**src/rtl/apb_rr_arb.sv**
```systemverilog
// apb_rr_arb: round-robin arbiter in front of a single APB master port.
// Up to NUM_REQ requesters present commands. In IDLE one of them is chosen
// in round-robin order and its command is run as a SETUP/ACCESS transfer.
// The response goes back to that requester as a one-cycle rsp_valid pulse.
// A transfer whose slave stalls too long is aborted with rsp_err set.
module apb_rr_arb #(
    parameter int NUM_REQ        = 4,
    parameter int APB_ADDR_WIDTH = 32,
    parameter int APB_DATA_WIDTH = 32,
    parameter int TIMEOUT        = 255
) (
    input  logic                                apb_pclk,
    input  logic                                apb_prstn,
    input  logic [NUM_REQ-1:0]                  req_valid,
    output logic [NUM_REQ-1:0]                  req_ready,
    input  logic [NUM_REQ-1:0]                  req_write,
    input  logic [NUM_REQ*APB_ADDR_WIDTH-1:0]   req_addr,
    input  logic [NUM_REQ*APB_DATA_WIDTH-1:0]   req_wdata,
    output logic [NUM_REQ-1:0]                  rsp_valid,
    output logic [APB_DATA_WIDTH-1:0]           rsp_rdata,
    output logic                                rsp_err,
    output logic                                apb_psel,
    output logic                                apb_penable,
    output logic                                apb_pwrite,
    output logic [APB_ADDR_WIDTH-1:0]           apb_paddr,
    output logic [APB_DATA_WIDTH-1:0]           apb_pwdata,
    input  logic                                apb_pready,
    input  logic [APB_DATA_WIDTH-1:0]           apb_prdata
);

    // Width of a requester index; NUM_REQ is at least 2 so this is >= 1.
    localparam int GW = (NUM_REQ > 1) ? $clog2(NUM_REQ) : 1;

    // Timeout limit held in the same width as the stall counter.
    localparam logic [7:0] TO_LIMIT = 8'(TIMEOUT);

    // After reset the last grant points at the top requester, so the
    // round-robin search starts at requester 0.
    localparam logic [GW-1:0] LAST_INIT = GW'(NUM_REQ - 1);

    typedef enum logic [1:0] {
        ST_IDLE   = 2'd0,
        ST_SETUP  = 2'd1,
        ST_ACCESS = 2'd2
    } state_t;

    state_t state_reg;
    state_t state_next;

    // Arbitration state and stall counter
    logic [GW-1:0]             last_grant_reg;
    logic [GW-1:0]             last_grant_next;
    logic [7:0]                cnt_reg;
    logic [7:0]                cnt_next;

    // Registered APB master outputs
    logic                      psel_reg;
    logic                      psel_next;
    logic                      penable_reg;
    logic                      penable_next;
    logic                      pwrite_reg;
    logic                      pwrite_next;
    logic [APB_ADDR_WIDTH-1:0] paddr_reg;
    logic [APB_ADDR_WIDTH-1:0] paddr_next;
    logic [APB_DATA_WIDTH-1:0] pwdata_reg;
    logic [APB_DATA_WIDTH-1:0] pwdata_next;

    // Registered response outputs
    logic [NUM_REQ-1:0]        rsp_valid_reg;
    logic [NUM_REQ-1:0]        rsp_valid_next;
    logic [APB_DATA_WIDTH-1:0] rsp_rdata_reg;
    logic [APB_DATA_WIDTH-1:0] rsp_rdata_next;
    logic                      rsp_err_reg;
    logic                      rsp_err_next;

    // Per-requester views of the packed command buses
    logic [APB_ADDR_WIDTH-1:0] addr_arr  [NUM_REQ];
    logic [APB_DATA_WIDTH-1:0] wdata_arr [NUM_REQ];

    // Round-robin selection results
    logic [GW-1:0]             sel_idx;
    logic                      sel_found;
    logic [NUM_REQ-1:0]        sel_onehot;
    logic [NUM_REQ-1:0]        grant_onehot;

    logic                      timeout_hit;

    // Unpack the command buses and build one-hot decodes of the selected
    // requester and of the requester that owns the transfer in flight.
    generate
        for (genvar gi = 0; gi < NUM_REQ; gi++) begin : g_req
            assign addr_arr[gi]     = req_addr[gi*APB_ADDR_WIDTH +: APB_ADDR_WIDTH];
            assign wdata_arr[gi]    = req_wdata[gi*APB_DATA_WIDTH +: APB_DATA_WIDTH];
            assign sel_onehot[gi]   = sel_found && (sel_idx == GW'(gi));
            assign grant_onehot[gi] = (last_grant_reg == GW'(gi));
        end
    endgenerate

    // The stall counter has reached its limit; only acted on in ACCESS.
    assign timeout_hit = (cnt_reg == TO_LIMIT);

    // Round-robin search: first valid requester after last_grant, wrapping.
    always_comb begin
        int cand;
        cand      = 0;
        sel_idx   = last_grant_reg;
        sel_found = 1'b0;
        for (int off = 1; off <= NUM_REQ; off++) begin
            cand = int'(last_grant_reg) + off;
            if (cand >= NUM_REQ) begin
                cand = cand - NUM_REQ;
            end
            if (!sel_found && req_valid[cand]) begin
                sel_found = 1'b1;
                sel_idx   = GW'(cand);
            end
        end
    end

    // State register: reset abandons any transfer in flight.
    always_ff @(posedge apb_pclk or negedge apb_prstn) begin
        if (!apb_prstn) begin
            state_reg <= ST_IDLE;
        end else begin
            state_reg <= state_next;
        end
    end

    // Next-state logic: IDLE -> SETUP on a grant, SETUP lasts one cycle,
    // ACCESS ends on pready or on the stall limit.
    always_comb begin
        state_next = state_reg;
        case (state_reg)
            ST_IDLE: begin
                if (sel_found) begin
                    state_next = ST_SETUP;
                end
            end
            ST_SETUP: begin
                state_next = ST_ACCESS;
            end
            ST_ACCESS: begin
                if (apb_pready || timeout_hit) begin
                    state_next = ST_IDLE;
                end
            end
            default: begin
                state_next = ST_IDLE;
            end
        endcase
    end

    // Output logic: combinational accept, plus next values for every
    // registered output. pready has priority over the timeout abort.
    always_comb begin
        req_ready       = '0;
        last_grant_next = last_grant_reg;
        cnt_next        = cnt_reg;
        psel_next       = psel_reg;
        penable_next    = penable_reg;
        pwrite_next     = pwrite_reg;
        paddr_next      = paddr_reg;
        pwdata_next     = pwdata_reg;
        rsp_valid_next  = '0;
        rsp_rdata_next  = rsp_rdata_reg;
        rsp_err_next    = rsp_err_reg;

        case (state_reg)
            ST_IDLE: begin
                req_ready = sel_onehot;
                if (sel_found) begin
                    last_grant_next = sel_idx;
                    psel_next       = 1'b1;
                    penable_next    = 1'b0;
                    pwrite_next     = req_write[sel_idx];
                    paddr_next      = addr_arr[sel_idx];
                    pwdata_next     = wdata_arr[sel_idx];
                end
            end
            ST_SETUP: begin
                penable_next = 1'b1;
                cnt_next     = '0;
            end
            ST_ACCESS: begin
                if (apb_pready) begin
                    psel_next      = 1'b0;
                    penable_next   = 1'b0;
                    rsp_valid_next = grant_onehot;
                    rsp_rdata_next = pwrite_reg ? '0 : apb_prdata;
                    rsp_err_next   = 1'b0;
                end else if (timeout_hit) begin
                    psel_next      = 1'b0;
                    penable_next   = 1'b0;
                    rsp_valid_next = grant_onehot;
                    rsp_rdata_next = '0;
                    rsp_err_next   = 1'b1;
                end else begin
                    cnt_next = cnt_reg + 8'd1;
                end
            end
            default: begin
                psel_next    = 1'b0;
                penable_next = 1'b0;
            end
        endcase
    end

    // Datapath registers: APB outputs, response outputs, grant and counter.
    always_ff @(posedge apb_pclk or negedge apb_prstn) begin
        if (!apb_prstn) begin
            last_grant_reg <= LAST_INIT;
            cnt_reg        <= '0;
            psel_reg       <= 1'b0;
            penable_reg    <= 1'b0;
            pwrite_reg     <= 1'b0;
            paddr_reg      <= '0;
            pwdata_reg     <= '0;
            rsp_valid_reg  <= '0;
            rsp_rdata_reg  <= '0;
            rsp_err_reg    <= 1'b0;
        end else begin
            last_grant_reg <= last_grant_next;
            cnt_reg        <= cnt_next;
            psel_reg       <= psel_next;
            penable_reg    <= penable_next;
            pwrite_reg     <= pwrite_next;
            paddr_reg      <= paddr_next;
            pwdata_reg     <= pwdata_next;
            rsp_valid_reg  <= rsp_valid_next;
            rsp_rdata_reg  <= rsp_rdata_next;
            rsp_err_reg    <= rsp_err_next;
        end
    end

    assign apb_psel    = psel_reg;
    assign apb_penable = penable_reg;
    assign apb_pwrite  = pwrite_reg;
    assign apb_paddr   = paddr_reg;
    assign apb_pwdata  = pwdata_reg;
    assign rsp_valid   = rsp_valid_reg;
    assign rsp_rdata   = rsp_rdata_reg;
    assign rsp_err     = rsp_err_reg;

endmodule

```
**config.mk**
```make
export PLATFORM = sky130hd
export DESIGN_NAME = apb_rr_arb
export DESIGN_NICKNAME = d
export VERILOG_FILES = /design/src/rtl/apb_rr_arb.sv
export SDC_FILE = /design/constraint.sdc
export NUM_CORES = 1
export LEC_CHECK = 0
export CORE_AREA = 2 2 159 161
export CTS_BUF_LIST = sky130_fd_sc_hd__clkbuf_4
export CTS_CLUSTER_DIAMETER = 80
export DETAILED_ROUTE_END_ITERATION = 10
export DIE_AREA = 0 0 161 163
export PLACE_DENSITY_LB_ADDON = 0.12
export SLEW_MARGIN = 10
export SYNTH_ARGS = -nofsm -noshare
export SYNTH_HDL_FRONTEND = slang
export SYNTH_SLANG_ARGS = --single-unit
```
**constraint.sdc**
```tcl
create_clock -name apb_pclk -period 4 [get_ports apb_pclk]
set_clock_uncertainty 0.1 [all_clocks]
set_input_delay 0.6 -clock apb_pclk [delete_from_list [all_inputs] [get_ports apb_pclk]]
set_output_delay 0.6 -clock apb_pclk [all_outputs]
set_load 0.05 [all_outputs]
```
Word-level counts from Yosys, hierarchy flattened --
Cells that the tools add are included. Widths: inputs -> output; s select.
Storage, ports and cells: register bits 116, logic and storage cells 121, input bits 299
Operators by class: $add $sub $neg 9, eq/ne operators 14, bitwise logic cells 2, multiplexer cells 53, order comparisons 10, reduce and logical (&&, ||, !) cells 22
Operator list (number):
- $mux 32 | 11
- $bmux 32 s2 | 2
- $lt 32x4->1 const B | 4
- $mux 1 | 19
- $mux 4 | 4
- $mux 8 | 2
- $pmux 8 s2 | 1
- $ge 3x3->1 const B | 4
- $mux 2 | 6
- $sub 3x3->4 const B | 3
- $bmux 1 s2 | 5
- $eq 2x2->1 const B | 5
- $add 8x1->8 const B | 1
- $eq 8x8->1 const B | 1
- $ne 2x2->1 const B | 4
- $reduce_and 2->1 | 4
- $logic_and 1x1->1 | 7
- $add 2x2->3 const B | 2
- $eq 2x1->1 const B | 3
- $logic_not 2->1 | 3
- $pmux 1 s3 | 2
- $pmux 2 s3 | 1
- $reduce_and 3->1 | 2
- $sub 4x3->5 const B | 1
- 10 further kinds | 13

Longest topological paths before layout --
word-level depth 20, gate-level depth with buffers 12, mapped depth without buffers 7

Worst setup path before layout --
OpenSTA, ideal clock, no wires.
path type register to output, start reg last_grant_reg[0], end out req_ready[0], required time 3.300 ns, path slack 0.428 ns, arrival time 2.872 ns, stages on the path, launching flop included 12, path buffers 5, cells stage by stage dfstp_2 -> buf_4 -> inv_2 -> ha_1 -> buf_2 -> mux2_1 -> nor3_1 -> nor4_2 -> buf_4 -> buf_12 -> buf_6 -> nor2b_1
Between the ends: word-level cells in the longest chain between the ends 19, elaborated cells between the ends (all ways) 45, those cells by class 8 x add/sub; 4 x order compare; 25 x mux; 8 x reduce/logical
RTL lines:
- from (decl) | RTL line 51 | logic [GW-1:0] last_grant_reg;
- from (signal assigned) | RTL line 222 | last_grant_reg <= last_grant_next;
- $add 2x1->3 | RTL line 109 | cand = int'(last_grant_reg) + off;
- $sub 3x3->4 or $ge 3x3->1 (tied branches) | RTL line 111, 110
- $mux 32 | RTL line 110 | if (cand >= NUM_REQ) begin
- $bmux 1 s2 | RTL line 113 | if (!sel_found && req_valid[cand]) begin
- $mux 1 (not written as such) (2 in series) | RTL line 113
- $mux 1 | RTL line 113
- $logic_not 1->1 | RTL line 113
- $logic_and 1x1->1 | RTL line 113
- [2 not listed]
- $logic_and 1x1->1 | RTL line 113
- $mux 1 | RTL line 113
- $logic_not 1->1 | RTL line 113
- $logic_and 1x1->1 | RTL line 113
- $mux 2 | RTL line 113
- $logic_not 2->1 | RTL line 94 | assign sel_onehot[gi] = sel_found && (sel_idx == GW'(gi));
- $logic_and 1x1->1 (*) | RTL line 94
- $mux 4 (*) | RTL line 168 | case (state_reg)
- to (decl) | RTL line 15 | output logic [NUM_REQ-1:0] req_ready,
Mark *: on every way between the ends. The rest lies on a longest branch, timed or not. The select of a mux whose other input is x is not followed.

Worst setup path after layout --
start reg last_grant_reg[0], end out req_ready[1]
Between the ends: word-level cells in the longest chain between the ends 19, elaborated cells between the ends (all ways) 45, those cells by class 8 x add/sub; 4 x order compare; 1 x eq/ne; 25 x mux; 7 x reduce/logical
RTL lines (RTL line):
- $add 2x1->3 | 109
- $sub 3x3->4 or $ge 3x3->1 (tied branches) | 111, 110
- $mux 32 | 110
- $bmux 1 s2 | 113
- $mux 1 (not written as such) (2 in series) | 113
- $mux 1 | 113
- $logic_not 1->1 | 113
- $logic_and 1x1->1 | 113
- [2 not listed]
- $logic_and 1x1->1 | 113
- $mux 1 | 113
- $logic_not 1->1 | 113
- $logic_and 1x1->1 | 113
- $mux 2 | 113
- $eq 2x1->1 | 94
- $logic_and 1x1->1 (*) | 94
- $mux 4 (*) | 168
Marked as above.

==> results by group <==
Global routing
  – Largest net degree at the start of global routing: 73
  – Initial antenna violation count: 1
  – GR Util All Layers: a little under a fifth
  – GRT overflow: 0
  – Vias in the first global route: 6178
  – Global-route wire length before repair: 37200 um

Die
  – Rows: between 50 and 60
  – Chip Height: 163 um
  – Core area: approximately 25000 um2
  – Initial core utilization: between 20% and 30%
  – Die area: approximately 26000 um2
  – Die W: approximately 160 um
  – I/O pins: 407

STA
  – RSZ-0062 raised after global routing: no
  – Tmin final: ~3.8 ns
  – Slew of the pin with the lowest slew margin: between 0.6 and 0.7 ns
  – Final period util: 94.0%
  – Final hold violation count: 0
  – Setup tns final: 0 ns
  – Max-slew violations: 0
  – Slew HR: between 50 and 60%
  – Endpoints failing setup: 0
  – Achievable Freq: between 0.2 and 0.3 GHz
  – Final worst hold slack: 0.415 ns

Synth
  – Number of enable flip-flop cells after synthesis: 0
  – Async set-reset flop share out of synthesis: 100%
  – Synth cell types: 44
  – Cell area after synthesis: between 6000 and 7000 um2
  – Area share of the largest cell type after synthesis: a little over two fifths
  – Area contributors post-synth: dfrtp_1 43%, mux2i_1 20%, a221oi_2 13%
  – Part of the Yosys area used for sequential elements: between 40% and 50%
  – Flops & latches, synth: 115
  – Syn Area/Cell: about 12 um2
  – Synth warnings: 0
  – Leading area contributor after synthesis: dfrtp_1
  – Synth Instances: between 500 and 600
  – Syn Nets: between 800 and 900
  – Main synth FF type: dfrtp_1

Worst setup path
  – Worst Path Required: approximately 3.3 ns
  – Setup CP Type: register to output pin
  – CP startpoint kind: register
  – Crit path DAT: about 3.1 ns
  – CP Max Fanout: 16
  – Crit end category: output pin

Placement
  – Routability cong.: just under 0.8
  – Dpl cells: about 1300
  – IO Port Bufs: approximately 400
  – Detailed Place HPWL: roughly 18000 um

Layout
  – Final nets: roughly 1300
  – Post-Layout Cell Count: roughly 1300
  – Multi-input logic area: around 3400 um2
  – Area Overhead vs Synth: 68.8%
  – Core Util, Final: 45.5%
  – Sequential Area: between 2000 and 3000 um2
  – Fillers: 2358
  – Share of layout cells above drive strength 1: 11.8%

Clock tree
  – Maximum clock insertion buffer count: 2
  – Clock sink count: around 120
  – Buffer count from post-CTS setup fixing: 0
  – CTS Buf Count: 17
  – H-tree lvl count: 4
  – CTS tree: yes
  – Clock Pin Slew Worst Setup and Hold Paths: 0.11 ns
  – Root Driver: clkbuf_4
  – Clk Latency, worst-skew pair: approximately 0.52 ns

Route
  – DRC viols: 0
  – 1st-pass router iterations: 4
  – Via density: roughly 4.6
  – Starting DRC count in detailed routing: about 320
  – Vias: approximately 6000
  – Wire per inst: ~19 um
  – Final WL: between 20000 and 25000 um
  – DRT antenna net count: 0

Power and ir drop
  – Leakage: between 4 and 5 nW
  – Flop pwr share: 21.2%
  – Clock network power share: 8.0%
  – Internal: 4.72 mW
  – Psw: 5.02 mW
  – Switching part of the total: 51.5%
  – Total power: roughly 9.7 mW
  – Maximum VDD drop: between 400 and 500 uV
  – Cell Pwr Density: approximately 870 nW/um2
  – Combinational share of power: 70.8%

Job
  – Max-Cap Viols: 0

Run status
  – Outcome: finished, final reports clean

Min path
  – Hold WC Path Type: register to register
==> final cells by class <==
class | instances | share of cell area, %
well taps | 330 | 3.68
flip-flops and latches | 115 | 25.7
diodes | 1 | 0.0223
clock buffers | 18 | 1.20
repair buffers | 417 | 37.9
inverters | 10 | 0.334
clock inverters | 14 | 0.969
multi-input cells | 386 | 30.3
==> per-stage QoR <==
step | cell area, um2 | worst slack [ns]
floorplan | 6650 | 0.428
global placement | 11000 | 0.598
detailed placement | 11000 | 0.533
CTS | 11200 | 0.0721
global route | 11200 | 0.0214
finish | 11200 | 0.240
==> cells in the mapped netlist, types with 2 or more instances <==
library cell  count
mux2i_1         136
dfrtp_1         113
nor2_1           82
a221oi_2         56
a22o_1           32
buf_2            13
clkbuf_1         12
buf_4            11
nand2_1          11
a221oi_1          9
inv_1             9
o21ai_0           7
buf_12            6
buf_6             6
ha_1              5
nor2b_1           4
nor3_1            4
a21oi_1           3
and2_1            3
and3_1            3
nand4_1           3
o21ai_1           3
xor2_1            3
dfstp_2           2
o211ai_1          2
o21bai_1          2
o31ai_1           2
==> layout by cell type (no fill, tap or decap), drive strengths merged, types with 2 or more instances in the layout <==
master         count
nand4              3
o21bai             2
and3               3
clkbuf            18
nor2              82
ha                 5
o21ai             10
inv               13
clkinv             8
nor2b              4
buf               15
dfrtp            113
clkdlybuf4s50    401
o31ai              2
mux2i            136
a21oi              3
a22o              32
a221oi            65
o211ai             2
clkinvlp           3
nand2             11
mux2               2
xor2               3
dfstp              2
and2               3
nor3               4
==> layer usage <==
| metal | up-vias | routed length [um] | global-route usage [%] |
|---|---|---|---|
| li1 | 2898 | - | - |
| met1 | 2816 | 9890 | 22.0 |
| met2 | 243 | 12500 | 32.3 |
| met3 | 18 | 1920 | 5.83 |
| met4 | 0 | 338 | 4.83 |
| met5 | - | 0 | 0 |
==> timing repair <==
| item | 4_1_cts | 5_1_grt |
|---|---|---|
| gates resized for setup | 0 | 2 |
| hold buffers | 1 | 0 |
| setup endpoints to repair | 0 | 4 |
| endpoints found under the hold margin | 41 | 0 |
==> power by group through the flow <==
stage	logic, mW	clock network, mW	registers [mW]
2_1_floorplan	3.39	0	3.74
3_3_place_gp	6.95	0	2.08
3_5_place_dp	6.98	0	2.08
4_1_cts	6.99	0.828	2.07
5_1_grt	7.31	0.885	2.14
6_report	6.89	0.781	2.07
==> path summary, 6_finish.rpt <==
kind,from,endpoint,slack (ns),cells after the start
min in group asynchronous,apb_prstn,cnt_reg[7],0.51,2
worst max-delay path,last_grant_reg[0],req_ready[1],0.24,8
worst min-delay path,cnt_reg[2],cnt_reg[2],0.41,1
max in group asynchronous,apb_prstn,last_grant_reg[1],2.43,3
worst max register to register,last_grant_reg[0],apb_paddr[9],0.67,9
worst min register to register,cnt_reg[2],cnt_reg[2],0.41,1
==> cells by family (layout without fill, tap and decap cells) <==
kind of cell    count (synthesis)  in the layout  share of synthesized area [%]
mux                           138            138                           20.9
compound gates                124            124                           20.7
flops                         115            115                           43.3
simple gates                  115            115                           7.37
buf+inv                        58            459                           6.28
fa+ha+maj                       5              5                          0.940
xor+xnor                        4              4                          0.527
other cells                     0              1                              0
==> worst max-delay path, cell delays in order (launching register included) <==
cell and delay, ns:
dfstp_2 0.71, inv_2 0.13, ha_1 0.42, mux2_1 0.25, nor3_2 0.05, nor4_4 0.36
buf_6 0.26, and2_1 0.22, buf_12 0.15
Note: power is estimated with default switching activity, not from simulation.
